--- src/rtl/addsub_chk_pkg.sv ---
// Shared types and sizes for the adder/subtractor sweep checker.
// Used by the checker top, its reference model and benches.
package addsub_chk_pkg;

  localparam int NUM_VECTORS = 512;
  localparam int VEC_W = 9;
  localparam int OP_W = 4;
  localparam int ERR_W = 10;

  typedef enum logic [2:0] {
    IDLE,
    LOAD,
    WAIT,
    CHECK,
    DONE
  } state_t;

  typedef struct packed {
    logic            cin;
    logic [OP_W-1:0] a;
    logic [OP_W-1:0] b;
  } vec_t;

endpackage

--- src/rtl/addsub_ref_model.sv ---
// Combinational golden model of the 4-bit adder/subtractor.
// Subtract is a + ~b + 1, so c0 is the no-borrow flag.
module addsub_ref_model
  import addsub_chk_pkg::*;
(
  input  logic [OP_W-1:0] a,
  input  logic [OP_W-1:0] b,
  input  logic            cin,
  output logic [OP_W-1:0] s,
  output logic            c0
);

  logic [OP_W:0] sum;

  always_comb begin
    sum = {1'b0, a}
        + {1'b0, b ^ {OP_W{cin}}}
        + {{OP_W{1'b0}}, cin};
  end

  assign {c0, s} = sum;

endmodule

--- src/rtl/addsub_selfcheck.sv ---
// Exhaustive self-check sweep driving an external 4-bit add/sub.
// Optional ADDSUB_STOP_ON_ERR_EN: halt and freeze on first mismatch.
module addsub_selfcheck
  import addsub_chk_pkg::*;
#(
  parameter int SETTLE = 1
) (
  input  logic                  clk,
  input  logic                  rst_n,
  input  logic                  start,
  output logic [OP_W-1:0]       a,
  output logic [OP_W-1:0]       b,
  output logic                  cin,
  input  logic [OP_W-1:0]       s,
  input  logic                  c0,
  output logic                  busy,
  output logic                  done,
  output logic                  pass,
  output logic [ERR_W-1:0]      err_count,
  output logic [VEC_W-1:0]      first_err_vec
);

  localparam int CNT_W = (SETTLE > 1) ? $clog2(SETTLE) : 1;
  localparam logic [CNT_W-1:0] CNT_INIT = CNT_W'(SETTLE - 1);
  localparam logic [VEC_W-1:0] LAST_VEC = VEC_W'(NUM_VECTORS - 1);

  state_t           state;
  state_t           state_n;
  logic [VEC_W-1:0] v;
  logic [CNT_W-1:0] cnt;
  vec_t             cur;

  logic             clr;
  logic             ld;
  logic             inc_v;
  logic             rec_err;
  logic             mismatch;

  logic [OP_W-1:0]  exp_s;
  logic             exp_c0;

  addsub_ref_model u_ref (
    .a   (a),
    .b   (b),
    .cin (cin),
    .s   (exp_s),
    .c0  (exp_c0)
  );

  assign cur = vec_t'(v);
  assign mismatch = (s != exp_s) || (c0 != exp_c0);

  always_comb begin
    state_n = state;
    clr     = 1'b0;
    ld      = 1'b0;
    inc_v   = 1'b0;
    rec_err = 1'b0;
    unique case (state)
      IDLE, DONE: begin
        if (start) begin
          clr     = 1'b1;
          state_n = LOAD;
        end
      end
      LOAD: begin
        ld      = 1'b1;
        state_n = WAIT;
      end
      WAIT: begin
        if (cnt == '0)
          state_n = CHECK;
      end
      CHECK: begin
        rec_err = mismatch;
`ifdef ADDSUB_STOP_ON_ERR_EN
        if (mismatch || v == LAST_VEC) begin
          state_n = DONE;
        end else begin
          inc_v   = 1'b1;
          state_n = LOAD;
        end
`else
        if (v == LAST_VEC) begin
          state_n = DONE;
        end else begin
          inc_v   = 1'b1;
          state_n = LOAD;
        end
`endif
      end
      default: state_n = IDLE;
    endcase
  end

  always_ff @(posedge clk) begin
    if (!rst_n)
      state <= IDLE;
    else
      state <= state_n;
  end

  always_ff @(posedge clk) begin
    if (!rst_n) begin
      v             <= '0;
      cnt           <= '0;
      a             <= '0;
      b             <= '0;
      cin           <= 1'b0;
      err_count     <= '0;
      first_err_vec <= '0;
    end else begin
      if (clr) begin
        v             <= '0;
        err_count     <= '0;
        first_err_vec <= '0;
      end
      if (inc_v)
        v <= v + 1'b1;
      if (ld) begin
        a   <= cur.a;
        b   <= cur.b;
        cin <= cur.cin;
        cnt <= CNT_INIT;
      end else if (state == WAIT && cnt != '0) begin
        cnt <= cnt - 1'b1;
      end
      if (rec_err) begin
        err_count <= err_count + 1'b1;
        if (err_count == '0)
          first_err_vec <= v;
      end
    end
  end

  assign busy = (state == LOAD) || (state == WAIT) || (state == CHECK);
  assign done = (state == DONE);
  assign pass = done && (err_count == '0);

endmodule
--- config.mk ---
export PLATFORM = sky130hd
export DESIGN_NAME = addsub_selfcheck
export DESIGN_NICKNAME = d
export VERILOG_FILES = /design/src/rtl/addsub_chk_pkg.sv /design/src/rtl/addsub_ref_model.sv /design/src/rtl/addsub_selfcheck.sv
export SDC_FILE = /design/constraint.sdc
export NUM_CORES = 1
export LEC_CHECK = 0
export CAP_MARGIN = 20
export CORE_MARGIN = 4
export CORE_UTILIZATION = 42
export DETAILED_ROUTE_END_ITERATION = 16
export GPL_TIMING_DRIVEN = 0
export PLACE_DENSITY = 0.79
export SYNTH_ARGS = -nofsm -noshare
export SYNTH_HDL_FRONTEND = slang
export SYNTH_SLANG_ARGS = --single-unit
--- constraint.sdc ---
create_clock -name clk -period 2.2 [get_ports clk]
set_input_delay 0.44 -clock clk [delete_from_list [all_inputs] [get_ports clk]]
set_output_delay 0.44 -clock clk [all_outputs]
set_load 0.01 [all_outputs]
==> results of run 1 <==
-- stage by stage --
stage / utilization, % / hold slack (ns)
2_1_floorplan: - / 0.410
3_3_place_gp: 54.3 / 0.420
3_5_place_dp: 54.3 / 0.430
4_1_cts: 59.9 / 0.440
5_1_grt: 61.9 / 0.467
6_report: 61.9 / 0.442
-- registers in the layout, summed over array words and instances (netlist names) --
signal,flops
cur,9
err_count,10
first_err_vec,9
b,4
a,4
cin,1
cnt,1
state,3
-- power groups by stage --
stage	Combinational (mW)	Clock (mW)	Sequential (mW)
2_1_floorplan	0.340	0	0.806
3_3_place_gp	0.467	0	0.811
3_5_place_dp	0.467	0	0.811
4_1_cts	0.526	0.625	0.800
5_1_grt	0.601	0.667	0.834
6_report	0.549	0.622	0.826
-- cells in the final DEF, fill, tap and decap left out, types with 3 or more instances in the layout --
cell type	netlist	final
and3_1	9	8
ha_1	7	6
and3_2	3	3
clkdlybuf4s50_1	0	36
nand2_1	26	26
clkbuf_8	0	5
mux2i_1	19	19
o31a_1	3	3
xnor2_1	9	6
nand3_1	19	18
nand2b_1	6	6
xnor2_2	0	3
nor2_2	1	3
nand4_1	3	3
and2_1	4	4
inv_1	6	6
nor2_1	16	14
nor3_1	6	4
dfxtp_1	41	36
o21ai_0	9	7
buf_4	1	17
dfxtp_2	0	4
o21ai_1	1	3
clkbuf_1	10	8
xor2_1	6	5
o21a_1	5	5
nor2b_1	10	10
a21oi_1	13	13
buf_6	1	5
-- worst max-delay path: stages (launching register included) --
cell and delay [ns]:
dfxtp_4 0.38, xor2_1 0.14, ha_1 0.36, nor2b_4 0.16
a221oi_4 0.28, xnor2_2 0.14, o31ai_4 0.32, buf_6 0.19
nor2_1 0.05, o31a_1 0.28
-- path summary, 6_finish.rpt --
check	end	slack, ns	depth (start not counted)
setup / recovery	err_count[8]	-0.22	9
hold / removal	cnt	0.44	2
setup reg to reg	err_count[8]	-0.22	9
hold reg to reg	cnt	0.44	2
-- cell type report --
type,count,area (µm²),area share [%]
multi-input combinational,190,1360,45.4
timing repair buffer,56,523,17.4
clock inverter,3,46.3,1.54
sequential,41,830,27.6
tap,67,83.8,2.79
clock buffer,5,68.8,2.29
buffer,12,65.1,2.17
inverter,6,22.5,0.751
-- cell families after synthesis --
kind of cell,Yosys count
and+or+nand+nor,113
DFF,41
AOI/OAI and AO/OA,35
buffers and inverters,20
muxes,19
xor gates and xnor gates,15
adders and majority gates,8
-- metal layers --
layer	global-route usage, %	routed length [µm]
met5	0	0
met4	6.25	119
met3	3.72	232
met2	26.3	2540
met1	23.4	2460
-- what timing repair did --
action	in CTS	in global routing
setup endpoints to repair	21	23
pin swaps	4	12
buffers inserted	10	8
cloned	1	0
gates resized for setup	15	13
==> impl_metrics.toml, run 1 <==
[grt]
globalRouteOverflowTotal = 0
grt_max_degree = 15
antenna_found_initial = 0
grt_pass1_vias = 1832
track_usage_pct = 17.1
grt_pass1_wl_mm = 8.69

[placed_design]
gp_congestion = 0.866
dpl.cell_count = 355
placed_cell_area_um2 = 2630
post-dp-hpwl_mm = 3.46
pre_cts_ws_ns = -0.286
numPortBuffers = 37

[clock_network]
clockRootBuffer = "clkbuf_8"
cts_sinks = 41
clk_pin_slew_ns = 0.08
postCtsHoldBufs = 0
numCtsBuffers = 5
clk_latency_ns = 0.30
cts_tree = "built"
htree_levels = 2
clock_path_buffers = 2

[synthesis]
yosysTopAreaCellShare_pct = 37.9
synth_top_family_by_area = "simple AND/OR/NAND/NOR gates"
synth.area.top_cells = "dfxtp_1, mux2i_1, nand2_1, nand3_1, ha_1"
synth_mux_area_share_pct = 8.78
yosysWarnings = 0
synth_ff_type = "dfxtp_1"
yosys.area_share.xor_xnor_pct = 6.07
synthSimpleGateAreaFrac_pct = 27.6
synth_most_common_cell = "dfxtp_1"
synth_seq_area_share_pct = 37.9
yosys.area.top_type = "dfxtp_1"
synth_area_um2 = 2170
synthAdderAreaFrac_pct = 4.97
async_flop_share_pct = 0
syn_area_per_cell_um2 = 8.63
synth_seq_cells = 41
synth_common_cells = "dfxtp_1, nand2_1, mux2i_1, nand3_1, nor2_1"
synth.distinct_cells = 38
syn_inst = 251
syn-num-nets = 267
synth-edff-count = 0
synth-compound-area-share_pct = 10.6

[timing]
maxSlewViolCount = 0
final.period_utilization_pct = 110
rsz0062_at_grt = "yes"
period_minus_slack_ns = 2.42
max_slew_margin_pct = 68.0
worst_slew_pin_slew_ns = 0.481
tns_ns = -3.14
fin_ws_ns = -0.218
fin_skew_ns = 0.00684
fmax_mhz = 414
setup_viol = 19
finalHoldViolations = 0

[floorplanning]
die_y_um = 79.8
start_util_pct = 44.7
ios = 39
die_w_um = 79.8
fp-row-count = 25
die_area_um2 = 6370
fp.coreArea_um2 = 4850

[detailed_routing]
first_pass_iters = 4
drt_drc_violations_left = 0
drt-initial-drc-count = 136
drt_wl_total_mm = 5.35
ant_nets = 0
num_vias = 1992
avgRoutedWirePerCell_um = 14.1
post_drt_via_cell_ratio = 5.24

[worst_setup_path]
critPathArrivalTime_ns = 2.61
startpoint_type = "flop"
crit_path_start = "cin"
cp-end-kind = "flop"
cp.required_ns = 2.39
critPathKind = "reg -> reg"
cp_max_fo = 8
worstReg2RegStart = "cin"

[power_and_ir_drop]
power.leakage_nw = 1.10
p_switching_mw = 0.641
sw_frac_of_total_pct = 32.1
pwr-share-clk_pct = 31.2
power_density_nw_per_um2 = 666
vdd_drop_max_v = 0.000450
power_mw = 2.00
p_int_mw = 1.36
seqPwrFrac_pct = 41.4
pwr-share-comb_pct = 27.5

[layout]
fillers = 402
diodes = 0
syn2layout_area_growth_pct = 38.5
drive_gt1_share_pct = 18.5
finalNonFillerCells = 380
layout.nets = 328
design_area_um2 = 3000

[worst_hold_path]
hp-class = "reg -> reg"
min_from = "cnt"

[job]
maxCapViolations = 0

[run_status]
outcome = "finished with violations"
violations = "setup timing"
Power figures use the tool's default switching activity.
==> run 2, diff against run 1 <==
Settings changed: CORE_ASPECT_RATIO set to 0.7.
==> run 2 against run 1 <==
- critical path depth is the same
- the flow still finishes with violations (setup timing)
- sequential power up 0.6%
- critical endpoint unchanged
- core utilization shrank 2.2 points
- sequential share of layout area rose by 0.81 points
- clock power is 3% higher
- clock skew decreased by 0.0011 ns
- first-iteration DRC count is 22% lower
- highest routed layer unchanged
- final cell count fell by 2.4%
==> impl_metrics.toml, run 2 (synthesis results as in run 1) <==
[run_status]
outcome = "finished with violations"
violations = "setup timing"

[timing]
fin_ws_ns = -0.264
fmax_mhz = 406
rsz0062_at_grt = "yes"
period_minus_slack_ns = 2.46
final.period_utilization_pct = 112
setup_viol = 19
worst_slew_pin_slew_ns = 0.522
fin_skew_ns = 0.00575
finalHoldViolations = 0
maxSlewViolCount = 0
max_slew_margin_pct = 65.2

[floorplanning]
die_y_um = 68.1
die_w_um = 93.8
fp-row-count = 21
fp.coreArea_um2 = 4890
ios = 39
die_area_um2 = 6390
start_util_pct = 44.3

[layout]
largest_register_ffs = 10
finalNonFillerCells = 371
multi_input_area_um2 = 1360
largest_register = "err_count"
drive_gt1_share_pct = 15.6
layout.nets = 317
fillers = 432
diodes = 0
seq_area_um2 = 830
final_cell_mix = "dfxtp_1, clkdlybuf4s50_1, nand2_1"
syn2layout_area_growth_pct = 34.6

[clock_network]
postCtsHoldBufs = 0
cts_sinks = 41
numCtsBuffers = 5
clock_path_buffers = 2
clk_latency_ns = 0.29
cts_tree = "built"
clockRootBuffer = "clkbuf_8"
htree_levels = 2
clk_pin_slew_ns = 0.08

[placed_design]
gp_congestion = 0.812
dpl.cell_count = 357
post-dp-hpwl_mm = 3.77
numPortBuffers = 37

[detailed_routing]
num_vias = 1927
drt_wl_total_mm = 5.47
avgRoutedWirePerCell_um = 14.7
first_pass_iters = 4
ant_nets = 0
drt-initial-drc-count = 106
post_drt_via_cell_ratio = 5.19
drt_drc_violations_left = 0

[worst_setup_path]
cpMaxStageDelayCell = "dfxtp_4"
cp_max_fo = 8
critPathArrivalTime_ns = 2.65
startpoint_type = "flop"
max_stage_delay_ns = 0.39
path_buf_inv = 1
crit_family = "compound AO/OA/AOI/OAI gates"
cp-end-kind = "flop"
cp.required_ns = 2.39
critPathKind = "reg -> reg"
crit_chain = "xor2_1 > ha_1 > nor2b_4 > a221oi_4 > xnor2_2 > o31ai_4 > buf_6 > nor2_1 > o31a_1"

[grt]
grt_pass1_vias = 1844
grt_pass1_wl_mm = 8.78
track_usage_pct = 17.2
grt_max_degree = 14
globalRouteOverflowTotal = 0
antenna_found_initial = 0

[power_and_ir_drop]
power.leakage_nw = 1.03
vdd_drop_max_v = 0.000303
power_mw = 2.00
power_density_nw_per_um2 = 686

[job]
maxCapViolations = 0

[worst_hold_path]
hp-class = "reg -> reg"
## run 2: worst paths after layout
check | startpoint | end | slack, ns | depth (start not counted)
max | cin | err_count[8] | -0.26 | 9
min | cnt | cnt | 0.45 | 2
max reg2reg | cin | err_count[8] | -0.26 | 9
min reg2reg | cnt | cnt | 0.45 | 2
## run 2: power breakdown
group | leakage [nW] | internal [mW] | switching [mW] | total, mW
Combinational | 0.641 | 0.231 | 0.300 | 0.531
Sequential | 0.333 | 0.766 | 0.0648 | 0.831
Clock | 0.0574 | 0.369 | 0.269 | 0.638
## run 2: per-stage QoR
step | setup slack [ns] | setup TNS [ns] | util, % | hold slack, ns | instance area [µm²]
detailed placement | -0.265 | -3.34 | 53.9 | 0.438 | 2640
global placement | -0.243 | -2.78 | 53.9 | 0.419 | 2640
CTS | -0.250 | -3.38 | 57.7 | 0.451 | 2820
global route | -0.377 | -6.45 | 59.7 | 0.468 | 2920
finish | -0.264 | -3.80 | 59.7 | 0.448 | 2920
floorplan | -0.0816 | -0.225 | - | 0.410 | 2180
## run 2: what timing repair did
action | in CTS | in global routing
cloned | 0 | 1
endpoints found under the setup margin | 22 | 23
hold endpoints to repair | 0 | 0
setup buffers | 4 | 3
resized for setup | 11 | 18
pin swaps | 4 | 10
## run 2: area by class of cell
class                      instances  area share (%)
sequential                        41            28.5
buffer                            12            2.23
inverter                           6           0.773
tap                               69            2.96
multi-input combinational        190            46.5
clock inverter                     2            1.29
timing repair buffer              45            15.0
clock buffer                       6            2.83
## run 2: worst min-delay path, cell delays in order (launching register included)
cell and delay [ns]:
dfxtp_1 0.32, nand2_1 0.06, nor2_1 0.03
## run 2: routing by layer
layer  vias up  part of all wire, %  track usage, %
li1        961                    -               -
met1       903                   48            23.6
met2        57                   44            27.2
met3         6                  6.9            5.16
met4         0                 0.60            2.70
met5         -                    0               0
==> run 3, diff against run 2 <==
Settings changed: PLACE_DENSITY 0.79 to 0.69.
==> run 3 against run 2 <==
- the flow still finishes with violations (setup timing)
- clock skew is 0.0046 ns higher
- global-route usage is 2.2 points higher
- clock-buffer cell count stayed put
- cell area is 3.7% higher
- wire length is 6.4% higher
- worst hold slack worse by 0.012 ns
- largest power group unchanged
- highest routed layer unchanged
==> impl_metrics.toml, run 3 (synthesis results as in run 1) <==
[grt]
grt_pass1_vias = 1886
grt_max_degree = 14
globalRouteOverflowTotal = 0
grt_pass1_wl_mm = 9.51
antenna_found_initial = 0
track_usage_pct = 19.3

[placed_design]
post-dp-hpwl_mm = 3.85
numPortBuffers = 37
gp_congestion = 0.804
placed_cell_area_um2 = 2640

[timing]
finalHoldViolations = 0
period_minus_slack_ns = 2.48
hold_slack_ns = 0.436
final.period_utilization_pct = 113
fin_ws_ns = -0.276
worst_slew_pin_slew_ns = 0.500
max_slew_margin_pct = 66.7
maxSlewViolCount = 0
rsz0062_at_grt = "yes"
fmax_mhz = 404
fin_skew_ns = 0.0104
setup_viol = 19

[power_and_ir_drop]
p_switching_mw = 0.655
power_density_nw_per_um2 = 676
pwr-share-clk_pct = 31.7
sw_frac_of_total_pct = 32.1
power_mw = 2.04
p_int_mw = 1.39
pwr-share-comb_pct = 27.8
power.leakage_nw = 1.07
seqPwrFrac_pct = 40.5
vdd_drop_max_v = 0.000307

[layout]
diodes = 0
seq_area_um2 = 830
final_util_pct = 61.9
layout.nets = 325
syn2layout_area_growth_pct = 39.6
fillers = 427
design_area_um2 = 3020
largest_register = "err_count"
final_cell_mix = "dfxtp_1, clkdlybuf4s50_1, nand2_1"
drive_gt1_share_pct = 19.4
multi_input_area_um2 = 1390
largest_register_ffs = 10

[job]
maxCapViolations = 0

[worst_setup_path]
max_stage_delay_ns = 0.38
crit_family = "compound AO/OA/AOI/OAI gates"
cpMaxStageDelayCell = "dfxtp_4"
crit_chain = "xor2_1 > ha_1 > nor2b_4 > a221oi_4 > xnor2_2 > o31ai_4 > buf_6 > nor2_2 > o31a_1"
cp-end-kind = "flop"
worstRegToRegCells = 9
cp_max_fo = 8
startpoint_type = "flop"
path_buf_inv = 1
critPathKind = "reg -> reg"
critPathArrivalTime_ns = 2.67
rrSetupSlack_ns = -0.28
r2r_end = "err_count[3]"
cp.required_ns = 2.39
worstReg2RegStart = "cin"

[floorplanning]
ios = 39
fp.coreArea_um2 = 4890
fp-row-count = 21
start_util_pct = 44.3
die_y_um = 68.1
die_w_um = 93.8
die_area_um2 = 6390

[worst_hold_path]
min_from = "cnt"
hp-class = "reg -> reg"
worstHoldEndpoint = "cnt"
whs_path_depth = 2

[detailed_routing]
ant_nets = 0
num_vias = 1969
first_pass_iters = 5
drt-initial-drc-count = 118
avgRoutedWirePerCell_um = 15.3
post_drt_via_cell_ratio = 5.20
drt_drc_violations_left = 0
drt_wl_total_mm = 5.82

[clock_network]
htree_levels = 2
numCtsBuffers = 5
cts_tree = "built"
postCtsHoldBufs = 0
clk_latency_ns = 0.30
clockRootBuffer = "clkbuf_8"
clock_path_buffers = 2
cts_sinks = 41
clk_pin_slew_ns = 0.09

[run_status]
violations = "setup timing"
outcome = "finished with violations"
==> run 3: changes by cell type in the layout (fill, tap and decap cells not counted), moves of 2 or more <==
cell and change:
nor2_4 -2, nor2_2 +2, buf_4 +7, nand3_2 +2, nand3_1 -2
==> run 3: power groups by stage <==
stage | clock [mW] | combinational (mW) | sequential [mW]
floorplan | 0 | 0.340 | 0.806
global placement | 0 | 0.472 | 0.811
detailed placement | 0 | 0.477 | 0.813
CTS | 0.650 | 0.540 | 0.802
global route | 0.680 | 0.618 | 0.832
finish | 0.648 | 0.569 | 0.828
==> run 3: cell type report <==
| class | count | area share [%] |
|---|---|---|
| multi-input combinational | 190 | 46.0 |
| sequential | 41 | 27.4 |
| timing repair buffer | 53 | 16.8 |
| tap | 69 | 2.86 |
| clock buffer | 6 | 2.73 |
| buffer | 12 | 2.15 |
| clock inverter | 2 | 1.24 |
| inverter | 6 | 0.745 |
==> run 3: repair_timing <==
action / in CTS / in global routing
gates cloned: 2 / 0
setup buffers: 8 / 6
resized for setup: 22 / 12
endpoints found under the setup margin: 22 / 23
pin swaps: 13 / 10
==> run 3: stage by stage <==
stage	worst slack, ns	instances	setup TNS, ns
CTS	-0.262	374	-3.20
detailed placement	-0.291	357	-3.63
finish	-0.276	379	-4.36
floorplan	-0.0816	251	-0.225
global route	-0.365	379	-6.14
global placement	-0.298	357	-3.67
==> run 3: tightest hold or removal path, stage by stage (launching register included) <==
cell     delay, ns
dfxtp_1       0.31
nand2_1       0.05
nor2_1        0.03
==> run 3: worst max-delay path by stage <==
stage	startpoint	endpoint	cells after the start
finish	cin	err_count[3]	9
global route	cin	err_count[9]	10
CTS	cin	err_count[3]	9
detailed placement	cin	err_count[3]	9
global placement	cin	err_count[2]	9
floorplan	cin	err_count[3]	9
==> run 3: metal layers <==
layer	up-vias	wire, µm	share of wire [%]	GRT usage [%]
met5	-	0	0	0
met4	0	61	1.0	7.03
met3	6	373	6.4	4.29
met2	53	2530	44	28.4
met1	934	2850	49	27.8
li1	976	-	-	-
